--- src/rtl/mem_port_if.sv ---
// Handshake bundle between the two memory-port requesters and the arbiter.
// master = requester side, slave = arbiter side.
interface mem_port_if #(
  parameter int CNT_W = 4
);
  logic             req_a;
  logic             req_b;
  logic             done_a;
  logic             done_b;
  logic             gnt_a;
  logic             gnt_b;
  logic             sel;
  logic             busy;
  logic             preempt;
  logic [CNT_W-1:0] hold_cnt;

  modport master (
    output req_a, req_b, done_a, done_b,
    input  gnt_a, gnt_b, sel, busy, preempt, hold_cnt
  );

  modport slave (
    input  req_a, req_b, done_a, done_b,
    output gnt_a, gnt_b, sel, busy, preempt, hold_cnt
  );
endinterface

--- src/rtl/mem_port_arbiter.sv ---
// Round-robin arbiter for the shared 16-bit RAM port with hold limit and turnaround.
// Define ARB_FIXED_PRIO_EN to make requester A always win and never be preempted.
module mem_port_arbiter #(
  parameter int MAX_HOLD = 8,
  parameter int CNT_W    = 4
) (
  input logic       clk,
  input logic       rst_n,
  mem_port_if.slave bus
);

`ifdef ARB_FIXED_PRIO_EN
  localparam bit FIXED_PRIO = 1'b1;
`else
  localparam bit FIXED_PRIO = 1'b0;
`endif

  localparam logic [CNT_W-1:0] HOLD_LIM = CNT_W'(MAX_HOLD - 1);

  typedef enum logic [1:0] {IDLE, OWN_A, OWN_B, TURN} state_t;

  state_t           state_reg;
  logic             gnt_a_reg;
  logic             gnt_b_reg;
  logic             sel_reg;
  logic             preempt_reg;
  logic             last_reg;     // 0 = A owned last, 1 = B owned last
  logic [CNT_W-1:0] hold_cnt_reg;
  logic             hold_expired;

  assign hold_expired = (hold_cnt_reg == HOLD_LIM);

  always_ff @(posedge clk or negedge rst_n) begin
    if (!rst_n) begin
      state_reg    <= IDLE;
      gnt_a_reg    <= 1'b0;
      gnt_b_reg    <= 1'b0;
      sel_reg      <= 1'b0;
      preempt_reg  <= 1'b0;
      hold_cnt_reg <= '0;
      last_reg     <= 1'b1;
    end else begin
      preempt_reg <= 1'b0;
      case (state_reg)
        IDLE: begin
          if (bus.req_a && (!bus.req_b || FIXED_PRIO || last_reg)) begin
            state_reg    <= OWN_A;
            gnt_a_reg    <= 1'b1;
            sel_reg      <= 1'b0;
            last_reg     <= 1'b0;
            hold_cnt_reg <= '0;
          end else if (bus.req_b) begin
            state_reg    <= OWN_B;
            gnt_b_reg    <= 1'b1;
            sel_reg      <= 1'b1;
            last_reg     <= 1'b1;
            hold_cnt_reg <= '0;
          end
        end

        OWN_A: begin
          // A normal done wins over a hold expiry in the same cycle.
          if (bus.done_a || !bus.req_a) begin
            gnt_a_reg    <= 1'b0;
            hold_cnt_reg <= '0;
            if (bus.req_b) begin
              state_reg <= TURN;
              sel_reg   <= 1'b1;
            end else begin
              state_reg <= IDLE;
            end
          end else if (!FIXED_PRIO && hold_expired && bus.req_b) begin
            gnt_a_reg    <= 1'b0;
            hold_cnt_reg <= '0;
            state_reg    <= TURN;
            sel_reg      <= 1'b1;
            preempt_reg  <= 1'b1;
          end else if (!hold_expired) begin
            hold_cnt_reg <= hold_cnt_reg + 1'b1;
          end
        end

        OWN_B: begin
          if (bus.done_b || !bus.req_b) begin
            gnt_b_reg    <= 1'b0;
            hold_cnt_reg <= '0;
            if (bus.req_a) begin
              state_reg <= TURN;
              sel_reg   <= 1'b0;
            end else begin
              state_reg <= IDLE;
            end
          end else if (hold_expired && bus.req_a) begin
            gnt_b_reg    <= 1'b0;
            hold_cnt_reg <= '0;
            state_reg    <= TURN;
            sel_reg      <= 1'b0;
            preempt_reg  <= 1'b1;
          end else if (!hold_expired) begin
            hold_cnt_reg <= hold_cnt_reg + 1'b1;
          end
        end

        TURN: begin
          // sel already points at the incoming side; only it may be granted.
          hold_cnt_reg <= '0;
          if (sel_reg && bus.req_b) begin
            state_reg <= OWN_B;
            gnt_b_reg <= 1'b1;
            last_reg  <= 1'b1;
          end else if (!sel_reg && bus.req_a) begin
            state_reg <= OWN_A;
            gnt_a_reg <= 1'b1;
            last_reg  <= 1'b0;
          end else begin
            state_reg <= IDLE;
          end
        end

        default: begin
          state_reg <= IDLE;
          gnt_a_reg <= 1'b0;
          gnt_b_reg <= 1'b0;
        end
      endcase
    end
  end

  assign bus.gnt_a    = gnt_a_reg;
  assign bus.gnt_b    = gnt_b_reg;
  assign bus.sel      = sel_reg;
  assign bus.busy     = (state_reg != IDLE);
  assign bus.preempt  = preempt_reg;
  assign bus.hold_cnt = hold_cnt_reg;

endmodule
--- src/flat_wrapper.sv ---
// flat-port wrapper written by rule: the top's interface ports become plain ports
module mem_port_arbiter_flat 
#(
  parameter int MAX_HOLD = 8,
  parameter int CNT_W    = 4
)
  (clk, rst_n, bus_req_a, bus_req_b, bus_done_a, bus_done_b, bus_gnt_a, bus_gnt_b, bus_sel, bus_busy, bus_preempt, bus_hold_cnt);
  mem_port_if #(.CNT_W(CNT_W)) bus_i ();
  input logic clk;
  input logic rst_n;
  input wire logic [$bits(bus_i.req_a)-1:0] bus_req_a;
  input wire logic [$bits(bus_i.req_b)-1:0] bus_req_b;
  input wire logic [$bits(bus_i.done_a)-1:0] bus_done_a;
  input wire logic [$bits(bus_i.done_b)-1:0] bus_done_b;
  output wire logic [$bits(bus_i.gnt_a)-1:0] bus_gnt_a;
  output wire logic [$bits(bus_i.gnt_b)-1:0] bus_gnt_b;
  output wire logic [$bits(bus_i.sel)-1:0] bus_sel;
  output wire logic [$bits(bus_i.busy)-1:0] bus_busy;
  output wire logic [$bits(bus_i.preempt)-1:0] bus_preempt;
  output wire logic [$bits(bus_i.hold_cnt)-1:0] bus_hold_cnt;
  assign bus_i.req_a = bus_req_a;
  assign bus_i.req_b = bus_req_b;
  assign bus_i.done_a = bus_done_a;
  assign bus_i.done_b = bus_done_b;
  assign bus_gnt_a = bus_i.gnt_a;
  assign bus_gnt_b = bus_i.gnt_b;
  assign bus_sel = bus_i.sel;
  assign bus_busy = bus_i.busy;
  assign bus_preempt = bus_i.preempt;
  assign bus_hold_cnt = bus_i.hold_cnt;
  mem_port_arbiter #(.MAX_HOLD(MAX_HOLD), .CNT_W(CNT_W)) u_core (.clk(clk), .rst_n(rst_n), .bus(bus_i));
endmodule
--- config.mk ---
export PLATFORM = sky130hd
export DESIGN_NAME = mem_port_arbiter_flat
export DESIGN_NICKNAME = d
export VERILOG_FILES = /design/src/rtl/mem_port_if.sv /design/src/rtl/mem_port_arbiter.sv /design/src/flat_wrapper.sv
export SDC_FILE = /design/constraint.sdc
export NUM_CORES = 1
export LEC_CHECK = 0
export ABC_AREA = 0
export CORE_MARGIN = 4
export CORE_UTILIZATION = 56
export DETAILED_ROUTE_END_ITERATION = 8
export PLACE_DENSITY = 0.83
export SLEW_MARGIN = 20
export SYNTH_ARGS = -nofsm -noshare
export SYNTH_HDL_FRONTEND = slang
export SYNTH_SLANG_ARGS = --single-unit
--- constraint.sdc ---
create_clock -name clk -period 5.05 [get_ports clk]
set_clock_uncertainty 0.05 [all_clocks]
set_input_delay 0.7575 -clock clk [delete_from_list [all_inputs] [get_ports clk]]
set_output_delay 0.7575 -clock clk [all_outputs]
set_load 0.1 [all_outputs]
After elaboration in Yosys (flattened, before gate mapping)
Cells that the tools add are included.
- register bits after elaboration: 11
- word-level logic and storage cells: 92
- $add $sub $neg: 1
- eq/ne operators: 15
- mux-type cells: 47
- reduce and logical (&&, ||, !) cells: 22
- operator list (cell ; number):
    4-bit two-way mux ; 7
    1-bit two-way mux ; 24
    2-bit two-way mux ; 9
    4-bit case mux with 4 select lines ; 1
    5-bit AND reduction ; 2
    3-bit by 1-bit inequality test with 1-bit output, second input constant ; 3
    1-bit case mux with 3 select lines ; 3
    3-bit nonzero test ; 3
    2-bit case mux with 4 select lines ; 1
    2-bit by 1-bit inequality test with 1-bit output, second input constant ; 3
    2-bit inequality test, second input constant ; 3
    3-bit AND reduction ; 2
    1-bit logical AND ; 5
    4-bit by 1-bit adder with 4-bit output, second input constant ; 1
    2-bit equality test, second input constant ; 2
    4-bit by 3-bit equality test with 1-bit output, second input constant ; 1
    1-bit case mux with 2 select lines ; 2
    4-bit AND reduction ; 1
    2-bit nonzero test ; 2
    1-bit logical NOT ; 3
    1-bit logical OR ; 3
    3-bit by 2-bit inequality test with 1-bit output, second input constant ; 1
    3-bit inequality test, second input constant ; 1
    2-bit by 1-bit equality test with 1-bit output, second input constant ; 1
    2-bit logical NOT ; 1

Logic depth before layout (Yosys ltp)
- depth in word-level cells: 5
- mapped depth: 6
- mapped depth without buffers: 6

Least setup slack after synthesis
No wires, ideal clock.
- path kind: reg-to-reg
- from: register u_core.hold_cnt_reg[0] (netlist: u_core.bus.hold_cnt[0])
- to: register u_core.sel_reg (netlist: u_core.bus.sel)
- arrival time: 2.196 ns
- setup slack: 2.677 ns
- stages on the path, launching flop included: 6
- path through: dfrtp_1 > ha_1 > and3b_2 > nor2_2 > a2111oi_4 > mux2_4
- longest elaborated chain between the ends: 4
- elaborated cells between the ends (all ways): 6
- those cells by class: 3 x eq/ne; 3 x reduce/logical
- ends and longest elaborated chain (what ; RTL line ; text):
    from (decl) ; mem_port_arbiter.sv:28 ; logic [CNT_W-1:0] hold_cnt_reg;
    from (signal assigned) ; mem_port_arbiter.sv:79 ; hold_cnt_reg <= hold_cnt_reg + 1'b1;
    from (signal assigned) ; mem_port_arbiter.sv:100 ; hold_cnt_reg <= hold_cnt_reg + 1'b1;
    4-bit by 3-bit equality test with 1-bit output * ; mem_port_arbiter.sv:31 ; assign hold_expired = (hold_cnt_reg == HOLD_LIM);
    1-bit logical AND, on equally long branches ; mem_port_arbiter.sv:93, mem_port_arbiter.sv:72 ;
    3-bit by 1-bit inequality test with 1-bit output (no line) ; n/a ;
    4-bit AND reduction (no line) * ; n/a ;
    to (signal assigned) ; mem_port_arbiter.sv:38 ; sel_reg <= 1'b0;
    to (signal assigned) ; mem_port_arbiter.sv:89 ; sel_reg <= 1'b0;
    to (signal assigned) ; mem_port_arbiter.sv:97 ; sel_reg <= 1'b0;
    to (decl) ; mem_port_arbiter.sv:25 ; logic sel_reg;
Every way passes the cells marked *; elsewhere a longest branch is shown, timed or not.
A chain may end at the register's enable or synchronous reset.

Worst setup path after layout
- from: register u_core.state_reg[0]
- to: output bus_busy
- longest elaborated chain between the ends: 1
- ends and longest elaborated chain (what ; RTL line ; text):
    from (decl) ; mem_port_arbiter.sv:22 ; state_t state_reg;
    from (signal assigned) ; mem_port_arbiter.sv:35 ; state_reg <= IDLE;
    from (signal assigned) ; mem_port_arbiter.sv:47 ; state_reg <= OWN_A;
    from (signal assigned) ; mem_port_arbiter.sv:53 ; state_reg <= OWN_B;
    2-bit nonzero test ; mem_port_arbiter.sv:132 ; assign bus.busy = (state_reg != IDLE);
    to (decl) ; flat_wrapper.sv:18 ; output wire logic [$bits(bus_i.busy)-1:0] bus_busy;
No other way between the ends.

==> flow_summary.toml <==
[sta]
totalNegativeSetupSlack_ns = 0
post_route_fraction_of_the_period_consumed_by_the_critical_path_pct = 62.2
maxSlewViolCount = 0
achievable-frequency_mhz = 318
slew_headroom_pct = 34.9
rsz0062_at_grt = "no"
finalHoldViolCount = 0
report.final.setup_viol = 0
max_slew.worst_pin.slew_ns = 0.973
crit_path_time_final_ns = 3.14

[clocking]
clkLatencyLatePin_ns = 0.28
clock_tree.htree_level_count = 1
tritoncts.num_buffers = 3
post_cts.resized_instances = 0
cts_hold_buf = 0
clk_transition_reported_paths_ns = 0.07
cts_post_setup_buffers_inserted = 0
clock_sinks = 11
clockRootBuffer = "clkbuf_4"
clock_path_buffers = 2
cts_tree = "done"

[synthesis]
sequential_element_share_of_the_synthesized_area_pct = 29.9
synth_top_cells_by_count = "dfrtp_1, ha_1, inv_1"
synthMostInstantiatedCell = "dfrtp_1"
synthesis.nets = 108
post_synth_num_cell_types = 45
yosys-top-cells-area = "dfrtp_1, ha_1, a21oi_1"
netlist.area_leader.share_pct = 27.1
syn_avg_cell_area_um2 = 9.72
synth_ff_type = "dfrtp_1"
synth.ff_latch_count = 11
synth_top_area_cell = "dfrtp_1"
asyncSetResetFlopFracSynth_pct = 100
synthesis.area_um2 = 923
synth_enable_flop_cells = 0
yosys_warnings = 0
synthesis.instances = 95

[floorplan]
num_rows = 14
die_height_um = 48.6
fp.coreArea_um2 = 1520
die_width_um = 48.6
starting_density_of_the_core_pct = 60.6
io-pin-count = 15
dieArea_um2 = 2360

[place]
placed_standard_cell_area_um2 = 1060
portBuffers = 14
globalplace.congestion = 0.823
place.detailed.hpwl_um = 1470

[worst_hold_path]
hold_path.class = "register to register"
min_to = "u_core.bus.gnt_a"
min_delay_path_depth = 2
worst_hold_startpoint = "u_core.bus.gnt_a"

[cells_and_area]
largest_reg_flops = 4
fillerInstances = 124
area_delta_synth_final_pct = 17.8
antenna_cells = 0
final_layout_size_suffix_gt1_share_pct = 15.5
final_cell_area_um2 = 1090
final_net_count = 124

[global_routing]
largest_net_degree_at_the_start_of_global_routing = 13
grt_pass1_wl_um = 3460
grt_antenna_before_repair = 0
grt_pass1_vias = 758
gr-total-overflow = 0
global_route_usage_over_all_layers_pct = 18.6

[worst_setup_path]
cp-start-kind = "register"
worst_setup_path_startpoint = "u_core.state_reg[0]"
regToRegEndpoint = "u_core.state_reg[1]"
r2r_cells = 6
worstPathCellList = "inv_1 > ha_1 > inv_1 > clkdlybuf4s50_1"
critical_path_buf_inv_count = 3
worst_r2r_startpoint = "u_core.state_reg[0]"
path_delay_family = "buffers and inverters"
timing.reg2reg.setup_slack_ns = 2.96
critical-path-slowest-cell = "clkdlybuf4s50_1"
timing_worst_setup_path_type = "register to output port"
timing.critical_path.mode_cell = "inv_1"
cp_data_required_time_ns = 4.24
max_stage_delay_ns = 1.13
timing.critical_path.to_type = "output port"
worst-path-stages = 4
worst_path_max_fanout = 7
timing.critical_path.arrival_ns = 2.33

[run_status]
run_status = "complete, no violations"

[detailed_routing]
wl_per_cell_um = 16.4
first_iter_violations = 22
drt_drc_violations_left = 0
routed-via-count = 777
route.antenna.remaining_nets = 0
routed_vias_inst = 6.17
routed_wl_um = 2070
detail_route.first_pass.iterations = 4

[power_and_ir_drop]
leakagePower_nw = 0.484
cellPowerDensity_nw_per_um2 = 689
ir_drop_uv = 439

[run]
max_cap_viol_count = 0
## logic make-up (layout without fill, tap and decap cells)
kind of cell               after synthesis  in the layout  share of synthesized area [%]
and+or+nand+nor                         33             33                           23.2
AOI/OAI and AO/OA                       27             27                           24.3
DFF                                     11             11                           29.9
buffers and inverters                   11             26                           5.69
adders and majority gates                7              7                           9.48
muxes                                    5              5                           6.50
xor gates and xnor gates                 1              1                          0.949
## through the flow
| stage | util [%] | total power [mW] | hold WS [ns] | setup WS, ns | std cells |
|---|---|---|---|---|---|
| 2_1_floorplan | - | 0.579 | 0.412 | 2.68 | 95 |
| 3_3_place_gp | 69.6 | 0.675 | 0.455 | 2.30 | 122 |
| 3_5_place_dp | 69.6 | 0.681 | 0.456 | 2.24 | 122 |
| 4_1_cts | 71.3 | 0.754 | 0.468 | 1.92 | 126 |
| 5_1_grt | 71.3 | 0.802 | 0.516 | 1.83 | 126 |
| 6_report | 71.3 | 0.749 | 0.460 | 1.91 | 126 |
## final cells by class
type,instances,area (um^2),share of cell area [%]
well taps,16,20.0,1.84
flip-flops and latches,11,277,25.4
clock buffers,4,26.3,2.42
repair buffers,14,140,12.9
inverters,8,30.0,2.76
multi-input cells,73,594,54.7
## power breakdown
part	total (mW)	internal, mW	switching, mW
Clock	0.0646	0.0307	0.0339
Combinational	0.535	0.206	0.329
Sequential	0.149	0.121	0.0284
## worst min-delay path, stage by stage (launching register included)
cell and delay, ns:
dfrtp_1 0.38, inv_1 0.05, o2bb2ai_1 0.05
## placed cells by master, fill, tap and decap left out, drive strengths merged, types with 2 or more instances in the layout
cell type and instances:
clkdlybuf4s50 14, dfrtp 10, inv 8, ha 7, a21oi 6, nand2 5
nor2 5, nor3 5, o21ai 4, clkbuf 4, nand2b 3, nand3b 3
mux2i 3, nand3 3, and3b 3, a31oi 2, mux2 2, a21o 2
nor2b 2
## worst max path at each step
stage                           to  slack (ns)
floorplan           u_core.bus.sel        2.68
CTS                       bus_busy        1.92
detailed placement        bus_busy        2.24
finish                    bus_busy        1.91
global route              bus_busy        1.83
global placement          bus_busy        2.30
## per-layer routing
| metal | wire length, um | vias to the layer above | share of wire (%) | global-route usage (%) |
|---|---|---|---|---|
| li1 | - | 373 | - | - |
| met1 | 908 | 366 | 44 | 22.2 |
| met2 | 990 | 31 | 48 | 29.8 |
| met3 | 125 | 7 | 6.1 | 5.52 |
| met4 | 41 | 0 | 2.0 | 9.42 |
| met5 | 0 | - | 0 | 0 |
(Power assumes the default switching activity.)
==> patch 1, RTL diff (same settings) <==
`CNT_W` is set to 4 in 3 places; all go to 6.
--- a/src/rtl/mem_port_if.sv
+++ b/src/rtl/mem_port_if.sv
@@ -1,7 +1,7 @@
 // Handshake bundle between the two memory-port requesters and the arbiter.
 // master = requester side, slave = arbiter side.
 interface mem_port_if #(
-  parameter int CNT_W = 4
+  parameter int CNT_W = 6
 );
   logic             req_a;
   logic             req_b;
--- a/src/rtl/mem_port_arbiter.sv
+++ b/src/rtl/mem_port_arbiter.sv
@@ -2,7 +2,7 @@
 // Define ARB_FIXED_PRIO_EN to make requester A always win and never be preempted.
 module mem_port_arbiter #(
   parameter int MAX_HOLD = 8,
-  parameter int CNT_W    = 4
+  parameter int CNT_W    = 6
 ) (
   input logic       clk,
   input logic       rst_n,
--- a/src/flat_wrapper.sv
+++ b/src/flat_wrapper.sv
@@ -2,7 +2,7 @@
 module mem_port_arbiter_flat 
 #(
   parameter int MAX_HOLD = 8,
-  parameter int CNT_W    = 4
+  parameter int CNT_W    = 6
 )
   (clk, rst_n, bus_req_a, bus_req_b, bus_done_a, bus_done_b, bus_gnt_a, bus_gnt_b, bus_sel, bus_busy, bus_preempt, bus_hold_cnt);
   mem_port_if #(.CNT_W(CNT_W)) bus_i ();
Ports: changed (resized bus_hold_cnt); port bits go from 15 to 17. The function was not compared with the original's and may differ.
==> patch 1 against the unedited design <==
Total power shrank 1.9%; critical path type unchanged; synthesized area grew 7.3%; final area grew 9.2%; routed wire length grew 11%; sequential cell count grew 2; critical endpoint unchanged; core utilization grew 3.1 points; sequential share of layout area grew 2.1 points; first-iteration DRC count grew 100%; highest routed layer unchanged; non-clock buffer count grew 2; worst setup slack gained 52 ps; largest power group unchanged; cell count grew 18%.
==> patch 1: results (changes against the unedited design) <==
| Metric | Value |
|---|---|
| Status | `finished clean (unchanged)` |
| DRT Pass-1 Iters | `5 (was 4)` |
| Fin crit period | `3090 ps (was 3140 ps)` |
| Nonclk buf count | `16 (was 14)` |
| First-pass GRT wire length | `3860 microns (was 3460 microns)` |
| Iteration-0 DRC Markers | `45 (was 22)` |
| Met2 wire length | `1060 microns (was 990 microns)` |
| R2r startpoint | `u_core.bus.hold_cnt[0]$_DFFE_PN0P_ (was u_core.state_reg[0]$_DFFE_PN0P_)` |
| Area occupied by multi-input gates | `609 sq um (was 594 sq um)` |
| CP arrival | `2280 ps (was 2330 ps)` |
| Sequential share of cell area | `27.5% (was 25.4%)` |
| GPL Wtd Cong | `0.898 (was 0.823)` |
| Most instantiated cells after synthesis | `12 x dfrtp_1, 9 x a21oi_1, 9 x inv_1, 9 x o21ai_0, 6 x ha_1 (was 10 x dfrtp_1, 7 x ha_1, 7 x inv_1, 6 x a21oi_1, 5 x nand2_1)` |
| Filler cells | `126 (was 124)` |
| Num sequential | `13 (was 11)` |
| P_leak | `0.542 nW (was 0.484 nW)` |
| Yosys cell types | `39 (was 45)` |
| Switching Share | `53.5% (was 52.3%)` |
| Dpl ws | `2270 ps (was 2240 ps)` |
| DP Area | `1160 sq um (was 1060 sq um)` |
| Reg2reg path depth | `5 (was 6)` |
| Fin Hold WS | `477 ps (was 460 ps)` |
| Multi-In Gates | `83 (was 73)` |
| Data buffer area share | `13.5% (was 12.9%)` |
| FF-to-FF setup slack | `3020 ps (was 2960 ps)` |
| Avg WL per Cell | `15.4 microns (was 16.4 microns)` |
| Layout cell share with drive strength beyond 1 | `12.0% (was 15.5%)` |
| Syn Area/Cell | `9.09 sq um (was 9.72 sq um)` |
| Largest net degree at the start of global routing | `15 (was 13)` |
| Top cells by area, synth | `dfrtp_1 30%, ha_1 7.6%, a21oi_1 4.5%, o21ai_0 4.5%, inv_1 3.4% (was dfrtp_1 27%, ha_1 9.5%, a21oi_1 3.3%, mux2i_1 3.3%, mux2_4 3.3%)` |
| WHS Endpoint | `u_core.bus.gnt_b$_DFFE_PN0P_ (was u_core.bus.gnt_a$_DFFE_PN0P_)` |
| Worst-Margin Slew | `997 ps (was 973 ps)` |
| Vias | `930 (was 777)` |
| Hold_sp | `u_core.bus.gnt_b$_DFFE_PN0P_ (was u_core.bus.gnt_a$_DFFE_PN0P_)` |
| Vias in the first global route | `844 (was 758)` |
| M1 wire length | `1020 microns (was 908 microns)` |
## patch 1: cells by family (layout without fill, tap and decap cells)
kind of cell | count (synthesis) | in the layout | synth area share (%)
buffers and inverters | 13 | 29 | 5.56
AO/OA/AOI/OAI | 41 | 41 | 28.2
adder cells (fa/ha/maj) | 6 | 6 | 7.58
flip-flops | 13 | 13 | 33.0
multiplexers | 5 | 5 | 5.30
AND/OR/NAND/NOR | 31 | 31 | 20.5
## patch 1: power groups by stage
stage | combinational, mW | sequential, mW | clock [mW]
2_1_floorplan | 0.286 | 0.271 | 0
3_3_place_gp | 0.490 | 0.164 | 0
3_5_place_dp | 0.497 | 0.168 | 0
4_1_cts | 0.501 | 0.166 | 0.0671
5_1_grt | 0.542 | 0.171 | 0.0722
6_report | 0.504 | 0.167 | 0.0642
## patch 1: metal layers
layer,track usage [%],vias up
li1,-,436
met4,3.23,0
met3,7.83,6
met5,0,-
met1,25.4,434
met2,31.5,54
==> patch 2, RTL diff (same settings) <==
Made on the original files. The 4 states of `state_t` get a one-hot encoding in 4 bits.
--- a/src/rtl/mem_port_arbiter.sv
+++ b/src/rtl/mem_port_arbiter.sv
@@ -17,7 +17,7 @@
 
   localparam logic [CNT_W-1:0] HOLD_LIM = CNT_W'(MAX_HOLD - 1);
 
-  typedef enum logic [1:0] {IDLE, OWN_A, OWN_B, TURN} state_t;
+  typedef enum logic [3:0] {IDLE = 4'b0001, OWN_A = 4'b0010, OWN_B = 4'b0100, TURN = 4'b1000} state_t;
 
   state_t           state_reg;
   logic             gnt_a_reg;
Function: no difference found for any inputs over 10 cycles, from zero or initial values and one cycle with rst_n low; not proved beyond that.
==> patch 2 against the unedited design <==
First-iteration DRC count is 9.1% lower; highest routed layer unchanged; largest power group unchanged; sequential cell count up 2; clock power grew 9.1%; via count rose by 19%; worst setup slack worse by 280 ps; total power decreased by 2.4%; synthesized area grew 2.4%; critical path type unchanged; cell count is 10% higher; fmax decreased by 8.2%; final area is 1.3% higher; register-to-register slack worse by 260 ps; global-route usage rose by 3.4 points; routed wire length increased by 14%.
==> patch 2: results (changes against the unedited design) <==
| Metric | Value |
|---|---|
| GPL Wtd Cong | `0.983 (was 0.823)` |
| Area occupied by multi-input gates | `568 sq um (was 594 sq um)` |
| PortBufs | `14 (unchanged)` |
| Largest stage delay on the critical path | `1010 ps (was 1130 ps)` |
| Switching Share | `55.8% (was 52.3%)` |
| Fin nets | `131 (was 124)` |
| Cells after Synth | `113 (was 95)` |
| Register area share after synthesis | `34.7% (was 29.9%)` |
| HPWL Detailed | `1770 microns (was 1470 microns)` |
| Iteration-0 DRC Markers | `20 (was 22)` |
| Met2 wire length | `1120 microns (was 990 microns)` |
| M3 GR Usage | `4.89% (was 5.52%)` |
| First-pass GRT wire length | `4000 microns (was 3460 microns)` |
| Met1 Track Usage GR | `28.0% (was 22.2%)` |
| Fin Hold WS | `445 ps (was 460 ps)` |
| Wirelength, routed | `2350 microns (was 2070 microns)` |
| Largest net degree at the start of global routing | `15 (was 13)` |
| Post-Synth Adder-Cell Area | `1.32% (was 9.49%)` |
| Clock Power Share | `9.6% (was 8.6%)` |
| Most instantiated cells after synthesis | `11 x dfrtp_1, 11 x o21ai_0, 9 x a21oi_1, 8 x nand2b_1, 7 x clkbuf_1 (was 10 x dfrtp_1, 7 x ha_1, 7 x inv_1, 6 x a21oi_1, 5 x nand2_1)` |
| Combinational power | `463 uW (was 535 uW)` |
| Rel. slew slack | `35.2% (was 34.9%)` |
| Vias in the first global route | `866 (was 758)` |
| Global Route met2 Usage | `34.6% (was 29.8%)` |
| Mux cell area share after synthesis | `0% (was 6.50%)` |
| M1 wire length | `968 microns (was 908 microns)` |
| DP Area | `1070 sq um (was 1060 sq um)` |
| Top cells by area, synth | `dfrtp_1 29%, o21ai_0 5.8%, dfstp_2 5.6%, nand2b_1 5.3%, a21oi_1 4.8% (was dfrtp_1 27%, ha_1 9.5%, a21oi_1 3.3%, mux2i_1 3.3%, mux2_4 3.3%)` |
| Worst-path fanout max | `12 (was 7)` |
| Avg WL per Cell | `16.9 microns (was 16.4 microns)` |
| Filler cells | `130 (was 124)` |
| Routed wl met3 | `212 microns (was 125 microns)` |
| CP arrival | `2610 ps (was 2330 ps)` |
| Post-Synth XOR/XNOR Area | `0.926% (was 0.949%)` |
| Status | `finished clean (unchanged)` |
| Compound-cell area share of the yosys netlist | `31.5% (was 24.3%)` |
| GRT Util Overall | `21.9% (was 18.6%)` |
| Syn_nets | `120 (was 108)` |
| Dpl ws | `1960 ps (was 2240 ps)` |
| Vias | `927 (was 777)` |
## patch 2: worst min-delay path, stage by stage, from the launching register on
cell and delay [ps]:
dfstp_2 380, o21ai_0 60, nand2_1 60
## patch 2: final timing paths
path / end / start
max in group asynchronous: u_core.bus.gnt_a$_DFFE_PN0P_ / rst_n
min in group asynchronous: u_core.bus.preempt$_DFF_PN0_ / rst_n
worst max register to register: u_core.bus.hold_cnt[1]$_DFFE_PN0P_ / u_core.state_reg[2]$_DFFE_PN0P_
worst min-delay path: u_core.last_reg$_DFFE_PN1P_ / u_core.last_reg$_DFFE_PN1P_
worst min register to register: u_core.last_reg$_DFFE_PN1P_ / u_core.last_reg$_DFFE_PN1P_
worst max-delay path: bus_busy / u_core.state_reg[0]$_DFFE_PN1P_
## patch 2: layout make-up
class / count / area share, %
multi-input cells: 87 / 51.6
flip-flops and latches: 13 / 29.8
repair buffers: 14 / 12.7
clock buffers: 4 / 2.39
well taps: 16 / 1.82
inverters: 5 / 1.70
